### src/rtl/cplx_mag2_if.sv
// Request/result bundle for the serial magnitude-squared unit.
// The master drives start/i_in/q_in and the slave returns busy/rdy/mag2.
// Widths follow W: W-bit signed samples in, 2W-bit unsigned result out.
interface cplx_mag2_if #(
  parameter int W = 16
);
  logic                start;
  logic signed [W-1:0] i_in;
  logic signed [W-1:0] q_in;
  logic                busy;
  logic                rdy;
  logic [2*W-1:0]      mag2;

  modport master (
    output start, i_in, q_in,
    input  busy, rdy, mag2
  );

  modport slave (
    input  start, i_in, q_in,
    output busy, rdy, mag2
  );
endinterface

### src/rtl/cplx_mag2.sv
// Serial |i|^2 + |q|^2 using one shift-add multiplier reused for both squares.
// Latency: 2W cycles from the start edge to rdy (W cycles per square).
// One operation in flight; start while busy is ignored, rdy holds until the next start.
module cplx_mag2 #(
  parameter int W = 16
) (
  input  logic        clk,
  input  logic        reset,
  cplx_mag2_if.slave  bus
);
  localparam int CW = $clog2(W);

  typedef enum logic [1:0] {IDLE, SQ_I, SQ_Q, DONE} state_t;

  state_t         state_q;
  logic [W-1:0]   mplier_q;
  logic [W-1:0]   q_abs_q;
  logic [2*W-1:0] mcand_q;
  logic [2*W-1:0] acc_q;
  logic [2*W-1:0] mag2_q;
  logic [CW-1:0]  cnt_q;
  logic           busy_q;
  logic           rdy_q;

  logic [W-1:0]   i_abs_d;
  logic [W-1:0]   q_abs_d;
  logic [2*W-1:0] acc_d;
  logic           last_d;

  // Magnitudes of the samples (-2^(W-1) maps to 2^(W-1) as unsigned) and one multiply step.
  always_comb begin
    i_abs_d = bus.i_in[W-1] ? ({W{1'b0}} - bus.i_in) : bus.i_in;
    q_abs_d = bus.q_in[W-1] ? ({W{1'b0}} - bus.q_in) : bus.q_in;
    acc_d   = mplier_q[0] ? (acc_q + mcand_q) : acc_q;
    last_d  = (cnt_q == CW'(W - 1));
  end

  // Control FSM and datapath: capture, square |i|, square |q| onto the same sum, present result.
  always_ff @(posedge clk or posedge reset) begin
    if (reset) begin
      state_q  <= IDLE;
      mplier_q <= '0;
      q_abs_q  <= '0;
      mcand_q  <= '0;
      acc_q    <= '0;
      mag2_q   <= '0;
      cnt_q    <= '0;
      busy_q   <= 1'b0;
      rdy_q    <= 1'b0;
    end else begin
      case (state_q)
        IDLE, DONE: begin
          if (bus.start) begin
            mplier_q <= i_abs_d;
            mcand_q  <= {{W{1'b0}}, i_abs_d};
            q_abs_q  <= q_abs_d;
            acc_q    <= '0;
            cnt_q    <= '0;
            busy_q   <= 1'b1;
            rdy_q    <= 1'b0;
            state_q  <= SQ_I;
          end
        end
        SQ_I: begin
          acc_q <= acc_d;
          if (last_d) begin
            // Reload the multiplier pair with |q|; the accumulator carries i^2 forward.
            mplier_q <= q_abs_q;
            mcand_q  <= {{W{1'b0}}, q_abs_q};
            cnt_q    <= '0;
            state_q  <= SQ_Q;
          end else begin
            mplier_q <= mplier_q >> 1;
            mcand_q  <= mcand_q << 1;
            cnt_q    <= cnt_q + CW'(1);
          end
        end
        SQ_Q: begin
          acc_q    <= acc_d;
          mplier_q <= mplier_q >> 1;
          mcand_q  <= mcand_q << 1;
          cnt_q    <= cnt_q + CW'(1);
          if (last_d) begin
            // Sum is at most 2^(2W-1), so no carry-out bit is needed.
            mag2_q  <= acc_d;
            busy_q  <= 1'b0;
            rdy_q   <= 1'b1;
            state_q <= DONE;
          end
        end
        default: state_q <= IDLE;
      endcase
    end
  end

  assign bus.busy = busy_q;
  assign bus.rdy  = rdy_q;
  assign bus.mag2 = mag2_q;
endmodule
### src/flat_wrapper.sv
// flat-port wrapper written by rule: the top's interface ports become plain ports
module cplx_mag2_flat 
#(
  parameter int W = 16
)
  (clk, reset, bus_start, bus_i_in, bus_q_in, bus_busy, bus_rdy, bus_mag2);
  cplx_mag2_if #(.W(W)) bus_i ();
  input  logic clk;
  input  logic reset;
  input wire logic [$bits(bus_i.start)-1:0] bus_start;
  input wire logic [$bits(bus_i.i_in)-1:0] bus_i_in;
  input wire logic [$bits(bus_i.q_in)-1:0] bus_q_in;
  output wire logic [$bits(bus_i.busy)-1:0] bus_busy;
  output wire logic [$bits(bus_i.rdy)-1:0] bus_rdy;
  output wire logic [$bits(bus_i.mag2)-1:0] bus_mag2;
  assign bus_i.start = bus_start;
  assign bus_i.i_in = bus_i_in;
  assign bus_i.q_in = bus_q_in;
  assign bus_busy = bus_i.busy;
  assign bus_rdy = bus_i.rdy;
  assign bus_mag2 = bus_i.mag2;
  cplx_mag2 #(.W(W)) u_core (.clk(clk), .reset(reset), .bus(bus_i));
endmodule
### config.mk
export PLATFORM = sky130hd
export DESIGN_NAME = cplx_mag2_flat
export DESIGN_NICKNAME = d
export VERILOG_FILES = /design/src/rtl/cplx_mag2_if.sv /design/src/rtl/cplx_mag2.sv /design/src/flat_wrapper.sv
export SDC_FILE = /design/constraint.sdc
export NUM_CORES = 1
export LEC_CHECK = 0
export BUFFER_PORTS_ARGS = -buffer_cell sky130_fd_sc_hd__buf_2
export CAP_MARGIN = 10
export CORE_ASPECT_RATIO = 1.25
export CORE_MARGIN = 10
export CORE_UTILIZATION = 59
export DETAILED_ROUTE_END_ITERATION = 16
export PLACE_DENSITY = 0.82
export SLEW_MARGIN = 10
export SYNTH_ARGS = -nofsm -noshare
export SYNTH_HDL_FRONTEND = slang
export SYNTH_SLANG_ARGS = --single-unit
### constraint.sdc
create_clock -name clk -period 5.6 [get_ports clk]
set_input_delay 0.56 -clock clk [delete_from_list [all_inputs] [get_ports clk]]
set_output_delay 0.56 -clock clk [all_outputs]
set_load 0.01 [all_outputs]
==> results of run 1 <==
==> routing by layer <==
layer / share of wire / vias up
li1: - / 3424
met1: 0.43 / 3412
met2: 0.49 / 274
met3: 0.065 / 25
met4: 0.013 / 0
met5: 0 / -
==> cell type report <==
| type | instances | area share |
|---|---|---|
| sequential | 136 | 0.370 |
| clock inverter | 14 | 0.0176 |
| timing repair buffer | 74 | 0.0419 |
| tap | 175 | 0.0238 |
| multi-input combinational | 715 | 0.491 |
| clock buffer | 18 | 0.0478 |
| inverter | 16 | 0.00708 |
==> worst max-delay path, delay by kind of cell, from the launching register on <==
kind	cells	cell delay [ns]
DFF	1	0.41
adders and majority gates	2	0.67
AOI/OAI and AO/OA	7	1.47
muxes	1	0.10
and+or+nand+nor	1	0.18
==> power groups by stage <==
stage	Clock, mW	Combinational [mW]	Sequential, mW
2_1_floorplan	0	1.66	1.41
3_3_place_gp	0	1.99	1.49
6_report	1.14	2.09	1.49
5_1_grt	1.20	2.35	1.52
3_5_place_dp	0	2.05	1.49
4_1_cts	1.14	2.07	1.48
==> registers in the layout, indices dropped and copies added (netlist names), 2 cells and up <==
signal           flops
u_core.acc_q        32
u_core.bus.mag2     32
u_core.cnt_q         4
u_core.q_abs_q      16
u_core.mcand_q      32
u_core.mplier_q     16
u_core.state_q       2
==> path summary, 6_finish.rpt <==
path,start,end,slack [ns]
max in group asynchronous,reset,u_core.acc_q[22],4.11
worst max-delay path,u_core.mcand_q[0],u_core.bus.mag2[28],2.64
worst min register to register,u_core.bus.mag2[14],u_core.bus.mag2[14],0.47
min in group clk,bus_q_in[14],u_core.q_abs_q[15],0.43
worst max register to register,u_core.mcand_q[0],u_core.bus.mag2[28],2.64
worst min-delay path,reset,u_core.q_abs_q[3],0.24
==> logic make-up after synthesis <==
| logic type | Yosys count |
|---|---|
| AO/OA/AOI/OAI | 316 |
| AND/OR/NAND/NOR | 289 |
| flip-flops | 136 |
| buffers and inverters | 70 |
| XOR/XNOR | 51 |
| adder cells (fa/ha/maj) | 38 |
| multiplexers | 21 |
==> cells in the final DEF (no fill, tap or decap), drive strengths merged, types with 6 or more instances in the layout <==
cell	count
a21o	16
a21oi	72
a221oi	30
a22o	27
a31oi	6
and3	13
buf	74
clkbuf	18
dfrtp	136
ha	37
inv	23
mux2i	21
nand2	159
nand2b	8
nand3	11
nor2	43
nor2b	8
nor3	13
o21ai	110
o22ai	8
o31ai	12
or2	6
or3	7
xnor2	18
xor2	33
==> flow_metrics.env, run 1 <==
export IMPL_coreArea_sq_um=13700
export IMPL_start_kind="flip-flop"
export IMPL_track_usage=0.215
export IMPL_syn_cell_area_sq_um=8180
export IMPL_synth_top_family_by_area="compound AO/OA/AOI/OAI gates"
export IMPL_syn_to_final_growth_pct=12.4
export IMPL_async_flop_share=1.00
export IMPL_cts_tree="built"
export IMPL_synth_top_area_share=0.416
export IMPL_multi_input_area_sq_um=4520
export IMPL_crit_slowest_cell="fa_1"
export IMPL_power_share_clock=0.241
export IMPL_combinationalPowerShare=0.443
export IMPL_finalHoldViolCount=0
export IMPL_use_met2=0.365
export IMPL_slew_viol_final=0
export IMPL_fmax_ghz=0.338
export IMPL_placed_cells=1116
export IMPL_p_sw_frac=0.429
export IMPL_p_seq_frac=0.316
export IMPL_yosys_top_cells_area="dfrtp_1 (42%), nand2_1 (7.3%), o21ai_0 (6.2%), ha_1 (5.7%), a21oi_1 (4.3%)"
export IMPL_tns_ns=0
export IMPL_yosys_warnings=0
export IMPL_required_ns=5.90
export IMPL_ir_drop_uv=296
export IMPL_clock_tree_buffer_depth=2
export IMPL_cp_arrival_ns=3.26
export IMPL_via_per_inst=6.22
export IMPL_syn_nets=994
export IMPL_synth_compound_area_frac=0.253
export IMPL_cts_root_buffer="clkbuf_16"
export IMPL_die_x_um=125
export IMPL_grt_max_degree=74
export IMPL_clock_insertion_delay_worst_skew_ns=0.42
export IMPL_final_cells=1148
export IMPL_tightest_slew_ns=0.984
export IMPL_drive_gt1_frac=0.134
export IMPL_worstPathCellList="ha_1 > fa_1 > a21o_1 > a221oi_4 > a21boi_2 > nor2_2 > o21ai_2 > a31o_1 > a21oi_2 > mux2i_1 > a211o_1"
export IMPL_cts_buffers=17
export IMPL_ant_nets=0
export IMPL_diodes=0
export IMPL_ctsResizeCount=0
export IMPL_place_ws_ns=2.48
export IMPL_gp_congestion=0.912
export IMPL_cap_violations=0
export IMPL_synth_commonest_cells="nand2_1 (159), dfrtp_1 (136), o21ai_0 (102)"
export IMPL_io_pins=69
export IMPL_fin_area_sq_um=9190
export IMPL_outcome="finished clean"
export IMPL_synth_fa_ha_area_frac=0.0591
export IMPL_synth_edf_count=0
export IMPL_p_switching_mw=2.02
export IMPL_yosys_area_top_type="dfrtp_1"
export IMPL_dieArea_sq_um=19000
export IMPL_fin_util=0.671
export IMPL_clkTransAtPathRegs_ns=0.06
export IMPL_htree_levels=4
export IMPL_drt_iter0_drc=692
export IMPL_initial_core_util=0.597
export IMPL_total_leakage_power_nw=4.34
export IMPL_power_mw=4.72
export IMPL_hpwl_um=14100
export IMPL_placed_cell_area_sq_um=8590
export IMPL_grt_pass1_wl_um=34600
export IMPL_synth_avg_cell_area_sq_um=8.88
export IMPL_setup_viol_count_final=0
export IMPL_use_met1=0.271
export IMPL_first_global_vias=7019
export IMPL_cp_max_fo=4
export IMPL_fp_dieH_um=152
export IMPL_setup_slack_ns=2.64
export IMPL_nets=1033
export IMPL_antenna_found_initial=0
export IMPL_ys_types=63
export IMPL_path_class="reg2reg"
export IMPL_cpPeakStageDelay_ns=0.43
export IMPL_cts_setup_buffers=0
export IMPL_holdCritPathClass="in2async"
export IMPL_grt_remaining_overflow=0
export IMPL_synth_seq_area_share=0.416
export IMPL_io_buffers=68
export IMPL_syn_inst=921
export IMPL_yosysMostFrequentCell="nand2_1"
export IMPL_ys_flop_type="dfrtp_1"
export IMPL_clock_sinks=136
export IMPL_nFillCells=1084
export IMPL_power_density_nw_per_um2=513
export IMPL_avgRoutedWirePerCell_um=17.5
export IMPL_synth_xor_area_share=0.0546
export IMPL_whs_ns=0.245
export IMPL_synth_simple_area_share=0.159
export IMPL_muxShareOfSynthArea=0.0257
export IMPL_vias=7135
export IMPL_grt_busiest_layer="met2"
export IMPL_rsz0062_at_grt="false"
export IMPL_finalClockSkew_ns=0.00906
export IMPL_routed_wirelength_um=20100
export IMPL_seqCellArea_sq_um=3400
export IMPL_grt_use_met3=0.0428
export IMPL_p_int_mw=2.69
export IMPL_hold_buffers=0
export IMPL_first_pass_iters=6
export IMPL_maxSlewHeadroom=0.342
export IMPL_rr_worst_depth=11
export IMPL_period_minus_slack_ns=2.96
export IMPL_yosys_register_bits=136
export IMPL_critPathCaptureType="flip-flop"
export IMPL_rows=48
export IMPL_final_period_utilization=0.528
export IMPL_drc=0
Note: power is estimated with default switching activity, not from simulation.
==> run 2: changes to the inputs <==
==> constraint.sdc (replaced) <==
create_clock -name clk -period 2.88 [get_ports clk]
set_input_delay 0.288 -clock clk [delete_from_list [all_inputs] [get_ports clk]]
set_output_delay 0.288 -clock clk [all_outputs]
set_load 0.01 [all_outputs]
==> run 2 against run 1 <==
  * Worst hold slack lost 0.17 ns
  * Utilization grew 2.0 points
  * Clock-buffer cell count up 3
  * Via count increased by 1.3%
  * Worst setup slack worse by 2.5 ns
  * Sequential power rose by 94%
  * Total power increased by 100%
==> flow_metrics.env, run 2 (synthesis results as in run 1) <==
export IMPL_outcome="finished clean"
export IMPL_initial_core_util=0.597
export IMPL_grt_remaining_overflow=0
export IMPL_first_global_vias=7138
export IMPL_clkTransAtPathRegs_ns=0.06
export IMPL_tightest_slew_ns=0.710
export IMPL_coreArea_sq_um=13700
export IMPL_clock_tree_buffer_depth=2
export IMPL_io_pins=69
export IMPL_p_switching_mw=4.01
export IMPL_required_ns=3.17
export IMPL_total_leakage_power_nw=4.43
export IMPL_diodes=0
export IMPL_p_int_mw=5.49
export IMPL_cts_tree="built"
export IMPL_ir_drop_uv=618
export IMPL_antenna_found_initial=0
export IMPL_gp_congestion=0.957
export IMPL_finalHoldViolCount=0
export IMPL_avgRoutedWirePerCell_um=17.9
export IMPL_cts_buffers=17
export IMPL_setup_slack_ns=0.0972
export IMPL_slew_viol_final=0
export IMPL_hpwl_um=14200
export IMPL_holdCritPathClass="in2async"
export IMPL_start_kind="flip-flop"
export IMPL_clock_sinks=136
export IMPL_via_per_inst=6.19
export IMPL_cpPeakStageDelay_ns=0.44
export IMPL_path_class="reg2reg"
export IMPL_p_seq_frac=0.304
export IMPL_fmax_ghz=0.359
export IMPL_hold_buffers=0
export IMPL_final_period_utilization=0.966
export IMPL_fp_dieH_um=152
export IMPL_cap_violations=0
export IMPL_nets=1052
export IMPL_clock_insertion_delay_worst_skew_ns=0.43
export IMPL_power_share_clock=0.229
export IMPL_place_ws_ns=0.0526
export IMPL_dieArea_sq_um=19000
export IMPL_final_cell_mix="nand2_1 (158), dfrtp_1 (135), o21ai_0 (101)"
export IMPL_first_pass_iters=6
export IMPL_drive_gt1_frac=0.167
export IMPL_combinationalPowerShare=0.467
export IMPL_mostFrequentLayoutCell="nand2_1"
export IMPL_crit_start="u_core.mcand_q[6]"
export IMPL_regToRegStartpoint="u_core.mcand_q[6]"
export IMPL_rows=48
export IMPL_routed_wirelength_um=20900
export IMPL_fin_util=0.691
export IMPL_cp_arrival_ns=3.07
export IMPL_cp_max_fo=5
export IMPL_cts_root_buffer="clkbuf_16"
export IMPL_io_buffers=68
export IMPL_rrSetupSlack_ns=0.1
export IMPL_worstPathCellList="ha_1 > a21oi_1 > o2bb2ai_1 > o2111a_2 > o31ai_4 > o21ai_2 > mux2i_1 > o311ai_2 > xnor2_1 > o21ai_1"
export IMPL_grt_max_degree=137
export IMPL_htree_levels=4
export IMPL_vias=7227
export IMPL_syn_to_final_growth_pct=15.7
export IMPL_critPathCaptureType="flip-flop"
export IMPL_period_minus_slack_ns=2.78
export IMPL_setup_viol_count_final=0
export IMPL_die_x_um=125
export IMPL_maxSlewHeadroom=0.527
export IMPL_grt_pass1_wl_um=35400
export IMPL_crit_slowest_cell="dfrtp_1"
export IMPL_drt_iter0_drc=569
export IMPL_ant_nets=0
export IMPL_nFillCells=1101
export IMPL_power_density_nw_per_um2=1000
export IMPL_p_sw_frac=0.422
export IMPL_finalClockSkew_ns=0.0121
export IMPL_track_usage=0.222
export IMPL_drc=0
-- run 2: worst max-delay path: cells and delay by family (launching register included) --
family                   cells  cell delay, ns
AO/OA/AOI/OAI                7            1.42
flip-flops                   1            0.44
adder cells (fa/ha/maj)      1            0.37
XOR/XNOR                     1            0.23
multiplexers                 1            0.18
-- run 2: final timing paths --
path                                            end  depth (start not counted)
worst max-delay path               u_core.acc_q[31]                         10
worst min-delay path            u_core.bus.mag2[10]                          3
worst max register to register     u_core.acc_q[31]                         10
worst min register to register   u_core.bus.mag2[8]                          2
max in group asynchronous         u_core.mcand_q[9]                          3
min in group clk                 u_core.q_abs_q[15]                          3
-- run 2: repair_timing --
item	in CTS	in global routing
endpoints found under the setup margin	0	15
setup buffers	0	3
resized for setup	0	21
-- run 2: cell type report --
class / instances / area, sq um / area share
well taps: 175 / 219 / 0.0231
clock buffers: 21 / 470 / 0.0497
flip-flops and latches: 136 / 3400 / 0.360
multi-input cells: 715 / 4600 / 0.486
repair buffers: 93 / 578 / 0.0611
clock inverters: 11 / 123 / 0.0130
inverters: 16 / 63.8 / 0.00675
-- run 2: per-stage QoR --
step / instance area, sq um / TNS (ns) / total power [mW] / hold slack, ns / cells
after floorplan: 8180 / 0 / 5.96 / 0.440 / 921
after global placement: 8760 / 0 / 7.02 / 0.456 / 1132
after detailed placement: 8760 / 0 / 7.13 / 0.463 / 1132
after CTS: 9350 / 0 / 9.37 / 0.120 / 1164
after global routing: 9460 / -0.0132 / 10.2 / 0.156 / 1167
final: 9460 / 0 / 9.50 / 0.0720 / 1167
-- run 2: power by group through the flow --
stage	sequential (mW)	combinational (mW)	clock (mW)
2_1_floorplan	2.74	3.22	0
3_3_place_gp	2.86	4.15	0
3_5_place_dp	2.88	4.25	0
4_1_cts	2.85	4.33	2.19
5_1_grt	2.94	4.94	2.28
6_report	2.89	4.44	2.18
-- run 2: per-layer routing --
| metal | wire, um | up-vias | part of all wire | track usage |
|---|---|---|---|---|
| met1 | 8880 | 3430 | 0.42 | 0.279 |
| met5 | 0 | - | 0 | 0 |
| li1 | - | 3463 | - | - |
| met2 | 10100 | 291 | 0.48 | 0.371 |
| met4 | 454 | 0 | 0.022 | 0.0848 |
| met3 | 1450 | 43 | 0.069 | 0.0463 |
